<file path="src/rtl/fft32_monitor_pkg.sv">
// Shared types and fft32 default sizing for the kernel deadlock monitor slice.
package fft32_monitor_pkg;

  typedef enum logic [1:0] {
    S_IDLE  = 2'd0,
    S_ARM   = 2'd1,
    S_BLOCK = 2'd2
  } mon_state_t;

  localparam int FFT32_N_AXIS      = 2;
  localparam int FFT32_N_INST      = 3;
  localparam int FFT32_N_BLK       = 1;
  localparam int FFT32_HOLD_CYCLES = 16;

endpackage

</file>
<file path="src/rtl/fft32_sat_counter.sv">
// Saturating up-counter with synchronous clear; sticks at all-ones.
module fft32_sat_counter #(
  parameter int WIDTH = 8
) (
  input  logic             clock,
  input  logic             reset_n,
  input  logic             clear,
  input  logic             inc,
  output logic [WIDTH-1:0] count
);

  always_ff @(posedge clock or negedge reset_n) begin
    if (!reset_n) begin
      count <= '0;
    end else if (clear) begin
      count <= '0;
    end else if (inc && (count != '1)) begin
      count <= count + WIDTH'(1);
    end
  end

endmodule

</file>
<file path="src/rtl/fft32_deadlock_block_detector.sv">
// Qualifies a stable blocking signature for HOLD_CYCLES cycles before raising block.
// state   | meaning
// S_IDLE  | no candidate deadlock
// S_ARM   | candidate seen, counting stable cycles of the same signature
// S_BLOCK | deadlock qualified, block asserted
module fft32_deadlock_block_detector
  import fft32_monitor_pkg::*;
#(
  parameter int N_AXIS      = FFT32_N_AXIS,
  parameter int N_INST      = FFT32_N_INST,
  parameter int N_BLK       = FFT32_N_BLK,
  parameter int HOLD_CYCLES = FFT32_HOLD_CYCLES,
  parameter int CNT_W       = 8
) (
  input  logic                      clock,
  input  logic                      reset_n,
  input  logic                      clear,
  input  logic [N_AXIS-1:0]         axis_block_sigs,
  input  logic [N_INST-1:0]         inst_idle_sigs,
  input  logic [N_BLK-1:0]          inst_block_sigs,
  output logic                      block,
  output logic [N_AXIS+N_BLK-1:0]   block_sig_snap,
  output logic [CNT_W-1:0]          block_event_cnt,
  output logic [1:0]                state_o
);

  localparam int SIG_W = N_AXIS + N_BLK;
  localparam int HC_W  = $clog2(HOLD_CYCLES + 1);
  localparam logic [HC_W-1:0] HC_ONE  = HC_W'(1);
  localparam logic [HC_W-1:0] HOLD_M1 = HC_W'(HOLD_CYCLES - 1);

  mon_state_t        state, state_n;
  logic [HC_W-1:0]   hold_cnt, hold_n;
  logic [SIG_W-1:0]  sig, sig_q, sig_q_n, snap_n;
  logic              block_n;
  logic              cand;
  logic              enter;

  assign sig  = {inst_block_sigs, axis_block_sigs};
  // All instances idle means the kernel finished; never treat that as a deadlock.
  assign cand = (|sig) & ~(&inst_idle_sigs);

  always_ff @(posedge clock or negedge reset_n) begin
    if (!reset_n) begin
      state          <= S_IDLE;
      hold_cnt       <= '0;
      sig_q          <= '0;
      block          <= 1'b0;
      block_sig_snap <= '0;
    end else if (clear) begin
      state          <= S_IDLE;
      hold_cnt       <= '0;
      sig_q          <= '0;
      block          <= 1'b0;
      block_sig_snap <= '0;
    end else begin
      state          <= state_n;
      hold_cnt       <= hold_n;
      sig_q          <= sig_q_n;
      block          <= block_n;
      block_sig_snap <= snap_n;
    end
  end

  always_comb begin
    state_n = state;
    hold_n  = hold_cnt;
    sig_q_n = sig_q;
    block_n = block;
    snap_n  = block_sig_snap;
    enter   = 1'b0;
    case (state)
      S_IDLE: begin
        if (cand) begin
          hold_n  = HC_ONE;
          sig_q_n = sig;
          if (HOLD_CYCLES == 1) begin
            state_n = S_BLOCK;
            enter   = 1'b1;
          end else begin
            state_n = S_ARM;
          end
        end
      end
      S_ARM: begin
        if (!cand) begin
          state_n = S_IDLE;
          hold_n  = '0;
        end else if (sig != sig_q) begin
          hold_n  = HC_ONE;
          sig_q_n = sig;
        end else if (hold_cnt >= HOLD_M1) begin
          // Compare against HOLD-1 so hold_cnt+1 can never wrap the counter width.
          state_n = S_BLOCK;
          enter   = 1'b1;
        end else begin
          hold_n = hold_cnt + HC_ONE;
        end
      end
      S_BLOCK: begin
        if (!cand) begin
          state_n = S_IDLE;
          block_n = 1'b0;
          hold_n  = '0;
        end else if (sig != sig_q) begin
          state_n = S_ARM;
          block_n = 1'b0;
          hold_n  = HC_ONE;
          sig_q_n = sig;
        end
      end
      default: begin
        state_n = S_IDLE;
        block_n = 1'b0;
        hold_n  = '0;
      end
    endcase
    if (enter) begin
      block_n = 1'b1;
      snap_n  = sig;
    end
  end

  fft32_sat_counter #(
    .WIDTH (CNT_W)
  ) u_event_cnt (
    .clock   (clock),
    .reset_n (reset_n),
    .clear   (clear),
    .inc     (enter),
    .count   (block_event_cnt)
  );

  assign state_o = state;

endmodule
</file>
<file path="config.mk">
export PLATFORM = sky130hd
export DESIGN_NAME = fft32_deadlock_block_detector
export DESIGN_NICKNAME = d
export VERILOG_FILES = /design/src/rtl/fft32_monitor_pkg.sv /design/src/rtl/fft32_sat_counter.sv /design/src/rtl/fft32_deadlock_block_detector.sv
export SDC_FILE = /design/constraint.sdc
export NUM_CORES = 1
export LEC_CHECK = 0
export BUFFER_PORTS_ARGS = -buffer_cell sky130_fd_sc_hd__buf_4
export CORE_ASPECT_RATIO = 0.9
export CORE_MARGIN = 4
export CORE_UTILIZATION = 55
export DETAILED_ROUTE_END_ITERATION = 8
export GPL_TIMING_DRIVEN = 0
export PLACE_DENSITY = 0.81
export REMOVE_ABC_BUFFERS = 1
export SETUP_SLACK_MARGIN = 0.02
export SYNTH_ARGS = -nofsm -noshare
export SYNTH_HDL_FRONTEND = slang
export SYNTH_SLANG_ARGS = --single-unit
</file>
<file path="constraint.sdc">
create_clock -name clock -period 3.3 [get_ports clock]
set_input_delay 0.66 -clock clock [delete_from_list [all_inputs] [get_ports clock]]
set_output_delay 0.66 -clock clock [all_outputs]
set_load 0.01 [all_outputs]
</file>
# ---- Word level (Yosys, flattened, before mapping)
# Cells that the tools add are included.
dict set report op_classes {
  n_addsub 2
  order_cmp 1
  n_eq_ne 13
  n_mux 34
  n_bitwise 2
  reduce_logical 13
}
# operator n
set op_table {}
lappend op_table {{two-way mux 5 bit} 7}
lappend op_table {{two-way mux 3 bit} 6}
lappend op_table {{two-way mux 8 bit} 2}
lappend op_table {{one-hot mux 5 bit (3 select lines)} 1}
lappend op_table {{two-way mux 2 bit} 7}
lappend op_table {{inequality test 4 bit, second input constant} 3}
lappend op_table {{inequality test 3 x 1 -> 1 bit, second input constant} 3}
lappend op_table {{adder 8 x 1 -> 8 bit, second input constant} 1}
lappend op_table {{two-way mux 1 bit} 8}
lappend op_table {{inequality test 8 bit, second input constant} 1}
lappend op_table {{AND reduction 4 bit} 2}
lappend op_table {{one-hot mux 2 bit (3 select lines)} 1}
lappend op_table {{one-hot mux 3 bit (2 select lines)} 1}
lappend op_table {{AND reduction 3 bit} 2}
lappend op_table {{adder 5 x 1 -> 5 bit, second input constant} 1}
lappend op_table {{>= comparator 5 x 4 -> 1 bit, second input constant} 1}
lappend op_table {{inequality test 5 x 4 -> 1 bit, second input constant} 1}
lappend op_table {{inequality test 5 bit, second input constant} 1}
lappend op_table {{nonzero test 2 bit} 2}
lappend op_table {{OR reduction 2 bit} 2}
lappend op_table {{inequality test 3 bit} 1}
lappend op_table {{inequality test 3 bit, second input constant} 1}
lappend op_table {{nonzero test 3 bit} 1}
lappend op_table {{OR reduction 3 bit} 1}
lappend op_table {{8 further kinds} 8}
dict set report word_totals {
  regBits 22
  inputBits 9
  out_inout_bits 14
  wordCells 71
}

# ---- Depth between registers and ports, before layout
# Gate-level depths: netlist (run 1).
dict set report logic_depth {
  word_depth 8
  ltp_mapped 8
  depth_no_buf 8
}

# ---- Hierarchy
# A second synthesis (run 1) with hierarchy kept.
dict set report hier_totals {
  cells_unflattened 141
  area_unflattened_um2 1381.3
}
# mod instances cells_per_inst area_per_inst_um2 seq_area_each_um2
set by_module_without_submodules {}
lappend by_module_without_submodules {fft32_deadlock_block_detector 1 92 917.1 350.3}
lappend by_module_without_submodules {fft32_sat_counter 1 49 464.2 200.2}

# ---- Worst setup path before layout (run 1)
# No wires, ideal clock.
dict set report synth_path {
  kind {input port to flip-flop}
  from {input port inst_idle_sigs[2]}
  to {register hold_cnt[4]}
  setup_time_ns 0.127
  arrival_ns 1.997
  setup_slack_ns 1.176
  cell_stages 6
  cell_sequence {and3_1 > clkbuf_1 > nor4_1 > nand3_1 > nand2_1 > mux2_1}
}
dict set report synth_via {
  elab_chain_len 6
}
# item line_no
set synth_lines {}
lappend synth_lines {{start: declaration} fft32_deadlock_block_detector.sv:19} ;# input logic [N_INST-1:0] inst_idle_sigs,
lappend synth_lines {{AND reduction 3 bit *} fft32_deadlock_block_detector.sv:41} ;# assign cand = (|sig) & ~(&inst_idle_sigs);
lappend synth_lines {{inverter 1 bit *} fft32_deadlock_block_detector.sv:41}
lappend synth_lines {{bitwise AND 1 bit *} fft32_deadlock_block_detector.sv:41}
lappend synth_lines {{two-way mux 5 bit, on equally long branches} {fft32_deadlock_block_detector.sv:101, fft32_deadlock_block_detector.sv:86}}
lappend synth_lines {{one-hot mux 5 bit (3 select lines)} fft32_deadlock_block_detector.sv:72} ;# case (state)
lappend synth_lines {{two-way mux 5 bit} fft32_deadlock_block_detector.sv:50} ;# end else if (clear) begin
lappend synth_lines {{end signal: assignment} fft32_deadlock_block_detector.sv:58} ;# hold_cnt <= hold_n;
lappend synth_lines {{end: declaration} fft32_deadlock_block_detector.sv:33} ;# logic [HC_W-1:0] hold_cnt, hold_n;
# Mark *: on every way between the ends. The rest lies on a longest branch, timed or not.
# A chain may end at the register's enable or synchronous reset.

# ---- Worst setup path in the final report (run 1)
dict set report layout_path {
  from {input port inst_block_sigs}
  to {register state[0] (netlist: state_o[0])}
}
dict set report layout_via {
  elab_chain_len 5
}
# item line_no
set layout_lines {}
lappend layout_lines {{start: declaration} fft32_deadlock_block_detector.sv:20} ;# input logic [N_BLK-1:0] inst_block_sigs,
lappend layout_lines {{OR reduction 3 bit} fft32_deadlock_block_detector.sv:41}
lappend layout_lines {{bitwise AND 1 bit} fft32_deadlock_block_detector.sv:41}
lappend layout_lines {{two-way mux 2 bit, on equally long branches} {fft32_deadlock_block_detector.sv:101, fft32_deadlock_block_detector.sv:86}}
lappend layout_lines {{one-hot mux 2 bit (3 select lines)} fft32_deadlock_block_detector.sv:72}
lappend layout_lines {{two-way mux 2 bit} fft32_deadlock_block_detector.sv:50}
lappend layout_lines {{end signal: assignment} fft32_deadlock_block_detector.sv:57} ;# state <= state_n;
lappend layout_lines {{end: declaration} fft32_deadlock_block_detector.sv:32} ;# mon_state_t state, state_n;
# Several ways; a longest one is shown, not always the timed one.

==> impl_metrics.toml, run 1 <==
[outcome]
status = "complete, no violations"

[clock_tree]
cts_post_setup_buffers_inserted = 0
cts_resized = 0
cts-root-buf = "clkbuf_4"
clk_path_buf_depth = 2
clock_latency_ns = 0.31
ctsHoldBuffers = 0
htree_levels = 1
clkTransAtPathRegs_ns = 0.12
cts.sinks = 22
cts_tree = "yes"
cts_inserted_buffers = 3

[power_and_ir_drop]
vdd_drop_max_v = 0.0002893
leakage_nw = 0.7559
total_power_w = 0.0005215
power_density_nw_per_um2 = 340.0

[setup_path]
crit_fanout = 16
start_kind = "input pin"
worstPathRequired_ns = 3.51
cpPeakStageDelay_ns = 0.83
cpLargestDelayFamily = "simple AND/OR/NAND/NOR gates"
worstPathArrival_ns = 2.83
cp-end-kind = "flop"
worstPathCellList = "buf_4, xor2_1, nor3_2, a32oi_1, o21ai_1, mux2_2"
crit_path_top_delay_cell = "nor3_2"
crit_buf_inv = 1
crit_type = "in -> reg"

[route]
route.detailed.drc = 0
routed_wl_um = 2763
wire_per_inst_um = 14.94
num_vias = 1121
drt_pass1_iterations = 4
ant_nets = 0
via_per_inst = 6.059
drt_iter0_drc = 35

[place]
placed_cell_area_um2 = 1511
dp_hpwl_um = 2002
place.gp.congestion = 0.7726
portBuffers = 22

[timing]
period_minus_slack_ns = 2.617
tns_ns = 0
slew_headroom = 0.3164
maxSlewViolCount = 0
fin_crit_sh = 0.7931
rsz0062_at_grt = "false"
finalSetupViolations = 0
hold_viol = 0
fin_skew_ns = 0.0004547
worst_pin_slew_ns = 1.020
max_freq_mhz = 382.1

[floorplan]
io_pins = 23
rows = 16
start_util = 0.5960
die_area_um2 = 3283
die_h_um = 54.76
fp.coreArea_um2 = 2242
die_x_um = 59.96

[yosys]
yosysTopAreaCell = "dfrtp_1"
yosys-top-cells-area = "dfrtp_1 (41%), ha_1 (6.6%), xor2_1 (5.2%)"
synth-main-ff-cell = "dfrtp_1"
synth_cell_types = 43
synth_area_um2 = 1336
syn_avg_cell_area_um2 = 9.683
syn_inst = 138
synth_edf_count = 0
synth_seq_cells = 22
ys_async_sr_fraction = 1.000
yosysWarnings = 0
synth_top_area_frac = 0.4120
seq_area_frac_synth = 0.4120

[worst_hold_path]
min_path_type = "in -> async"

[global_route]
overflow = 0
grt_pass1_vias = 1055
track_usage = 0.1897
antenna_found_initial = 0
grt_max_degree = 23
grt_pass1_wl_um = 4698

[finish]
diodes = 0
areaGrowthSynthToFinish_pct = 14.79
nets = 176
drive_above_1_share = 0.2278
utilization = 0.6842
final_area_um2 = 1534

[flow_run]
drv_cap = 0
## placed cells by master (no fill, tap or decap), drive strengths merged, types with 3 or more instances in the layout
cell type,count
dfrtp,22
buf,22
nor2,15
a21oi,9
nand3,9
nand2,9
xor2,8
ha,7
inv,6
nand4,6
and3,5
nor3,5
mux2i,4
and2,3
clkbuf,3
## worst reg2reg max path, delay by kind of cell, from the launching register on
kind / cells / cell delay, ns
AO/OA/AOI/OAI: 2 / 0.71
XOR/XNOR: 1 / 0.18
flip-flops: 1 / 0.42
multiplexers: 1 / 0.35
AND/OR/NAND/NOR: 1 / 0.82
## synth_stat cells (3+ instances only)
cell type  count
mux2i_1        4
dfrtp_1       22
nand4_1        5
clkbuf_1       3
nor2_1        15
nand3_1        8
and2_1         3
a21oi_1        9
ha_1           7
inv_1          6
nor3_1         3
xor2_1         8
nand2_1        8
and3_1         3
## state kept, by name, summed over array words and instances (netlist names)
signal             flops
u_event_cnt.count      8
hold_cnt               5
block_sig_snap         3
sig_q                  3
state_o                2
block                  1
## path summary, 6_finish.rpt
path | start | to | slack [ns] | cells after the start
setup / recovery | inst_block_sigs | state_o[0] | 0.68 | 6
hold / removal | reset_n | hold_cnt[4] | 0.21 | 1
setup reg to reg | sig_q[0] | state_o[0] | 0.73 | 5
hold reg to reg | block_sig_snap[2] | block_sig_snap[2] | 0.53 | 2
max in group asynchronous | reset_n | u_event_cnt.count[1] | 2.86 | 1
min in group clock | block_sig_snap[2] | block_sig_snap[2] | 0.53 | 2
## kinds of logic after synthesis
logic type	synth area share
flops	0.4120
mux	0.04682
xor+xnor	0.05244
simple gates	0.2416
buf+inv	0.03464
compound gates	0.1470
fa+ha+maj	0.06554
## per-stage QoR
step	instances	hold WS, ns	setup slack, ns
CTS	185	0.2207	0.7530
global route	185	0.2081	0.6078
global placement	182	0.5006	0.4573
finish	185	0.2133	0.6829
detailed placement	182	0.5197	0.4258
floorplan	133	0.3644	0.9386
## power by group
part	total, W	leakage, nW	switching [W]	internal (W)
Sequential	0.000292	0.302	0.0000119	0.000280
Combinational	0.000106	0.440	0.0000615	0.0000440
Clock	0.000124	0.0138	0.0000814	0.0000427
Total	0.000521	0.756	0.000155	0.000367
## layer usage
layer  global-route usage  part of all wire
met5                    0                 0
met4              0.03690            0.0065
met1               0.2301              0.45
met2               0.3381              0.50
met3              0.05189             0.039
## cell type report
type                            count  area [µm²]
Tap cell                           27       33.78
Clock buffer                        3       22.52
Timing Repair Buffer               22       165.2
Fill cell                         186       708.2
Inverter                            6       22.52
Sequential cell                    22       550.5
Multi-Input combinational cell    105       739.5
Power figures use the tool's default switching activity.
==> inputs of run 2 (changes only) <==
==> constraint.sdc (replaced) <==
create_clock -name clock -period 2.55 [get_ports clock]
set_input_delay 0.51 -clock clock [delete_from_list [all_inputs] [get_ports clock]]
set_output_delay 0.51 -clock clock [all_outputs]
set_load 0.01 [all_outputs]
==> run 2 against run 1 <==
  * Die area unchanged
  * Global-route usage unchanged
  * Combinational power up 31%
  * Sequential share of layout area down 0.15 points
  * Via count down 0.71%
  * Critical path type is now reg -> reg
  * Count of clock-buffer cells in the layout unchanged
  * Sequential power up 29%
  * Design area up 0.41%
==> impl_metrics.toml, run 2 (same netlist as run 1, synthesis figures left out) <==
[setup_path]
endpoint = "state_o[0]"
crit_type = "reg -> reg"
crit_path_start = "hold_cnt[0]"
rr_startpoint = "hold_cnt[0]"
worstPathArrival_ns = 2.59
cp-end-kind = "flop"
r2r-end = "state_o[0]"
crit_fanout = 5
start_kind = "flop"
reg2reg_depth = 8
worstPathRequired_ns = 2.76
ff2ff_setup_slack_ns = 0.17

[power_and_ir_drop]
vdd_drop_max_v = 0.0003787
power_density_nw_per_um2 = 441.3
leakage_nw = 0.7583

[finish]
diodes = 0
drive_above_1_share = 0.2278
largest_reg_flops = 8
final_area_um2 = 1540
n_fill_cell = 187
nets = 176
layout_common_cells = "dfrtp_1 (22), buf_4 (22), nor2_1 (15), a21oi_1 (9)"
reg_top3 = "u_event_cnt.count x8, hold_cnt x5"
top_register = "u_event_cnt.count"
areaGrowthSynthToFinish_pct = 15.26

[clock_tree]
clkTransAtPathRegs_ns = 0.12
cts_post_setup_buffers_inserted = 0
ctsHoldBuffers = 0
cts.sinks = 22
cts-root-buf = "clkbuf_4"
cts_resized = 0
clk_path_buf_depth = 2
htree_levels = 1
clock_latency_ns = 0.31
cts_tree = "yes"
cts_inserted_buffers = 3

[global_route]
antenna_found_initial = 0
grt_pass1_vias = 1055
overflow = 0
grt_pass1_wl_um = 4698
grt_max_degree = 23
track_usage = 0.1897

[route]
routed_wl_um = 2757
via_per_inst = 6.016
route.detailed.drc = 0
wire_per_inst_um = 14.90
drt_pass1_iterations = 4
ant_nets = 0
drt_iter0_drc = 44
num_vias = 1113

[timing]
rsz0062_at_grt = "false"
max_freq_mhz = 421.0
fin_crit_sh = 0.9316
worst_pin_slew_ns = 0.9008
tns_ns = 0
finalSetupViolations = 0
period_minus_slack_ns = 2.375
hold_viol = 0
fin_skew_ns = 0.002652
maxSlewViolCount = 0
slew_headroom = 0.3994

[place]
portBuffers = 22
place.gp.congestion = 0.7726
dp_hpwl_um = 2002
placed_cell_area_um2 = 1511

[floorplan]
fp.coreArea_um2 = 2242
io_pins = 23
die_area_um2 = 3283
start_util = 0.5960
rows = 16
die_h_um = 54.76
die_x_um = 59.96

[worst_hold_path]
min_path_type = "in -> async"

[outcome]
status = "complete, no violations"

[flow_run]
drv_cap = 0
## run 2: routing by layer
layer,track usage,up-vias,share of wire
met5,0,-,0
met4,0.03690,0,0.0065
met3,0.05189,2,0.045
met2,0.3381,23,0.49
met1,0.2301,544,0.46
li1,-,544,-
## run 2: report_power, final
part / switching, W / internal, W / leakage, nW / total (W)
registers: 0.0000153 / 0.000362 / 0.302 / 0.000378
clock network: 0.000108 / 0.0000553 / 0.0138 / 0.000163
logic: 0.0000815 / 0.0000577 / 0.443 / 0.000139
total: 0.000204 / 0.000475 / 0.758 / 0.000680
## run 2: critical path, stage by stage, from the launching register on
cell     delay (ns)
dfrtp_1        0.46
ha_1           0.25
and3_2         0.20
ha_1           0.17
nor2_1         0.27
nand2_1        0.15
and2_1         0.25
o21ai_1        0.17
mux2_2         0.35
## run 2: layout make-up
class / instances / area, µm² / area share
Multi-Input combinational cell: 105 / 745.7 / 0.4842
Sequential cell: 22 / 550.5 / 0.3574
Timing Repair Buffer: 22 / 165.2 / 0.1072
Tap cell: 27 / 33.78 / 0.02193
Clock buffer: 3 / 22.52 / 0.01462
Inverter: 6 / 22.52 / 0.01462
## run 2: through the flow
step / total power (W) / setup slack [ns] / hold slack [ns] / util / instances
detailed placement: 0.0005194 / -0.1742 / 0.4168 / 0.6741 / 182
finish: 0.0006798 / 0.1745 / 0.05937 / 0.6869 / 185
global route: 0.0007176 / 0.05610 / 0.05811 / 0.6869 / 185
floorplan: 0.0004696 / 0.3386 / 0.2144 / - / 133
global placement: 0.0005118 / -0.1427 / 0.4135 / 0.6741 / 182
CTS: 0.0006784 / 0.04336 / 0.07066 / 0.6842 / 185
## run 2: worst min path at each step
stage            start          end  slack (ns)  cells past startpoint
2_1_floorplan  reset_n        block        0.21                      0
3_3_place_gp   reset_n  hold_cnt[4]        0.41                      1
3_5_place_dp   reset_n  hold_cnt[4]        0.42                      1
4_1_cts        reset_n  hold_cnt[4]        0.07                      1
5_1_grt        reset_n  hold_cnt[2]        0.06                      1
6_report       reset_n  hold_cnt[4]        0.06                      1
==> inputs of run 3 (changes only) <==
--- a/config.mk
+++ b/config.mk
@@ -6,9 +6,11 @@
 export NUM_CORES = 1
 export LEC_CHECK = 0
 export BUFFER_PORTS_ARGS = -buffer_cell sky130_fd_sc_hd__buf_4
+export CELL_PAD_IN_SITES_DETAIL_PLACEMENT = 0
+export CELL_PAD_IN_SITES_GLOBAL_PLACEMENT = 1
 export CORE_ASPECT_RATIO = 0.9
 export CORE_MARGIN = 4
-export CORE_UTILIZATION = 55
+export CORE_UTILIZATION = 42
 export DETAILED_ROUTE_END_ITERATION = 8
 export GPL_TIMING_DRIVEN = 0
 export PLACE_DENSITY = 0.81
==> run 3 against run 2 <==
  * Register-to-register slack hardly changed
  * Count of clock-buffer cells in the layout unchanged
  * Flip-flop and latch count is the same
  * Critical path type unchanged
==> impl_metrics.toml, run 3 (same netlist as run 1, synthesis figures left out) <==
[outcome]
status = "complete, no violations"

[timing]
maxSlewViolCount = 0
hold_viol = 0
slew_headroom = 0.3933
period_minus_slack_ns = 2.381
max_freq_mhz = 420.0
fin_skew_ns = 0.002408
rsz0062_at_grt = "false"
finalSetupViolations = 0
fin_crit_sh = 0.9337
tns_ns = 0
worst_pin_slew_ns = 0.9100
setup_ws_ns = 0.1690

[global_route]
grt_pass1_vias = 1036
grt_pass1_wl_um = 4788
overflow = 0
track_usage = 0.1519
grt_max_degree = 23
antenna_found_initial = 0

[finish]
nets = 180
layout_common_cells = "buf_4 (26), dfrtp_1 (22), nor2_1 (15), a21oi_1 (9)"
diodes = 0
drive_above_1_share = 0.2469
top_register = "u_event_cnt.count"
largest_reg_flops = 8
final_common_cell = "buf_4"
areaGrowthSynthToFinish_pct = 18.91
reg_top3 = "u_event_cnt.count x8, hold_cnt x5"
n_fill_cell = 307

[clock_tree]
clock_latency_ns = 0.31
clk_path_buf_depth = 2
ctsHoldBuffers = 0
clkTransAtPathRegs_ns = 0.12
cts.sinks = 22
htree_levels = 1
cts-root-buf = "clkbuf_4"
cts_tree = "yes"
cts_inserted_buffers = 3

[floorplan]
die_h_um = 61.51
rows = 19
die_x_um = 67.46
fp.coreArea_um2 = 3043
io_pins = 23
die_area_um2 = 4149
start_util = 0.4391

[power_and_ir_drop]
power_density_nw_per_um2 = 426.8
clkPwrFrac = 0.237
power_frac_comb = 0.206
leakage_nw = 0.7801
power_switching_w = 0.0002025
power.internal_w = 0.0004758
vdd_drop_max_v = 0.0002860
total_power_w = 0.0006782
seqPwrFrac = 0.557
p_sw_frac = 0.2985

[place]
place.gp.congestion = 0.7923
dp_hpwl_um = 2071
post-place-ws_ns = -0.2146
portBuffers = 22

[setup_path]
start_kind = "flop"
cp-end-kind = "flop"
crit_fanout = 5
rr_startpoint = "hold_cnt[0]"
crit_path_start = "hold_cnt[0]"
worstPathRequired_ns = 2.76
crit_type = "reg -> reg"
r2r-end = "state_o[0]"
reg2reg_depth = 8
ff2ff_setup_slack_ns = 0.17
worstPathArrival_ns = 2.59
endpoint = "state_o[0]"

[route]
via_per_inst = 5.387
routed_wl_um = 2841
ant_nets = 0
drt_pass1_iterations = 4
wire_per_inst_um = 13.93
route.detailed.drc = 0
drt_iter0_drc = 70
num_vias = 1099

[flow_run]
drv_cap = 0

[worst_hold_path]
min_path_type = "in -> async"
-- run 3: metal layers --
| metal | wire length [µm] | up-vias | part of all wire | track usage |
|---|---|---|---|---|
| li1 | - | 551 | - | - |
| met1 | 1364 | 525 | 0.48 | 0.2043 |
| met2 | 1336 | 21 | 0.47 | 0.2479 |
| met3 | 122 | 2 | 0.043 | 0.03832 |
| met4 | 18 | 0 | 0.0063 | 0.03468 |
| met5 | 0 | - | 0 | 0 |
-- run 3: critical path, cell delays in order (launching register included) --
cell and delay [ns]:
dfrtp_1 0.46, ha_1 0.25, and3_2 0.20, ha_1 0.17, nor2_1 0.29, nand2_1 0.15, and2_1 0.25, o21ai_1 0.16
mux2_2 0.34
-- run 3: final cells by class --
type                       count  area (µm²)  share of cell area
multi-input combinational    105       745.7              0.4693
sequential                    22       550.5              0.3465
tap                           42       52.55             0.03307
timing repair buffer          26       195.2              0.1228
inverter                       6       22.52             0.01417
clock buffer                   3       22.52             0.01417
-- run 3: metrics by stage --
step / util / cell area [µm²] / std cells / hold WS, ns
6_report: 0.5222 / 1589 / 204 / 0.06767
5_1_grt: 0.5222 / 1589 / 204 / 0.06112
3_3_place_gp: 0.5029 / 1530 / 197 / 0.4166
4_1_cts: 0.5103 / 1553 / 200 / 0.05462
2_1_floorplan: - / 1313 / 133 / 0.2144
3_5_place_dp: 0.5029 / 1530 / 197 / 0.4182
-- run 3: power by group through the flow --
| stage | Sequential, W | Clock, W | Combinational [W] |
|---|---|---|---|
| 5_1_grt | 0.000380 | 0.000181 | 0.000154 |
| 4_1_cts | 0.000378 | 0.000174 | 0.000137 |
| 6_report | 0.000378 | 0.000161 | 0.000140 |
| 3_5_place_dp | 0.000384 | 0 | 0.000137 |
| 3_3_place_gp | 0.000383 | 0 | 0.000131 |
| 2_1_floorplan | 0.000383 | 0 | 0.0000869 |
-- run 3: repair_timing --
action,in CTS,in global routing
hold endpoints to repair,0,0
gates resized for setup,0,1
setup buffers,0,4
endpoints found under the setup margin,0,10
-- run 3: worst min-delay path by stage --
stage,slack (ns),to,cells past startpoint
2_1_floorplan,0.21,block,0
3_3_place_gp,0.42,hold_cnt[3],1
3_5_place_dp,0.42,hold_cnt[3],1
4_1_cts,0.05,hold_cnt[3],1
5_1_grt,0.06,hold_cnt[3],1
6_report,0.07,hold_cnt[3],1
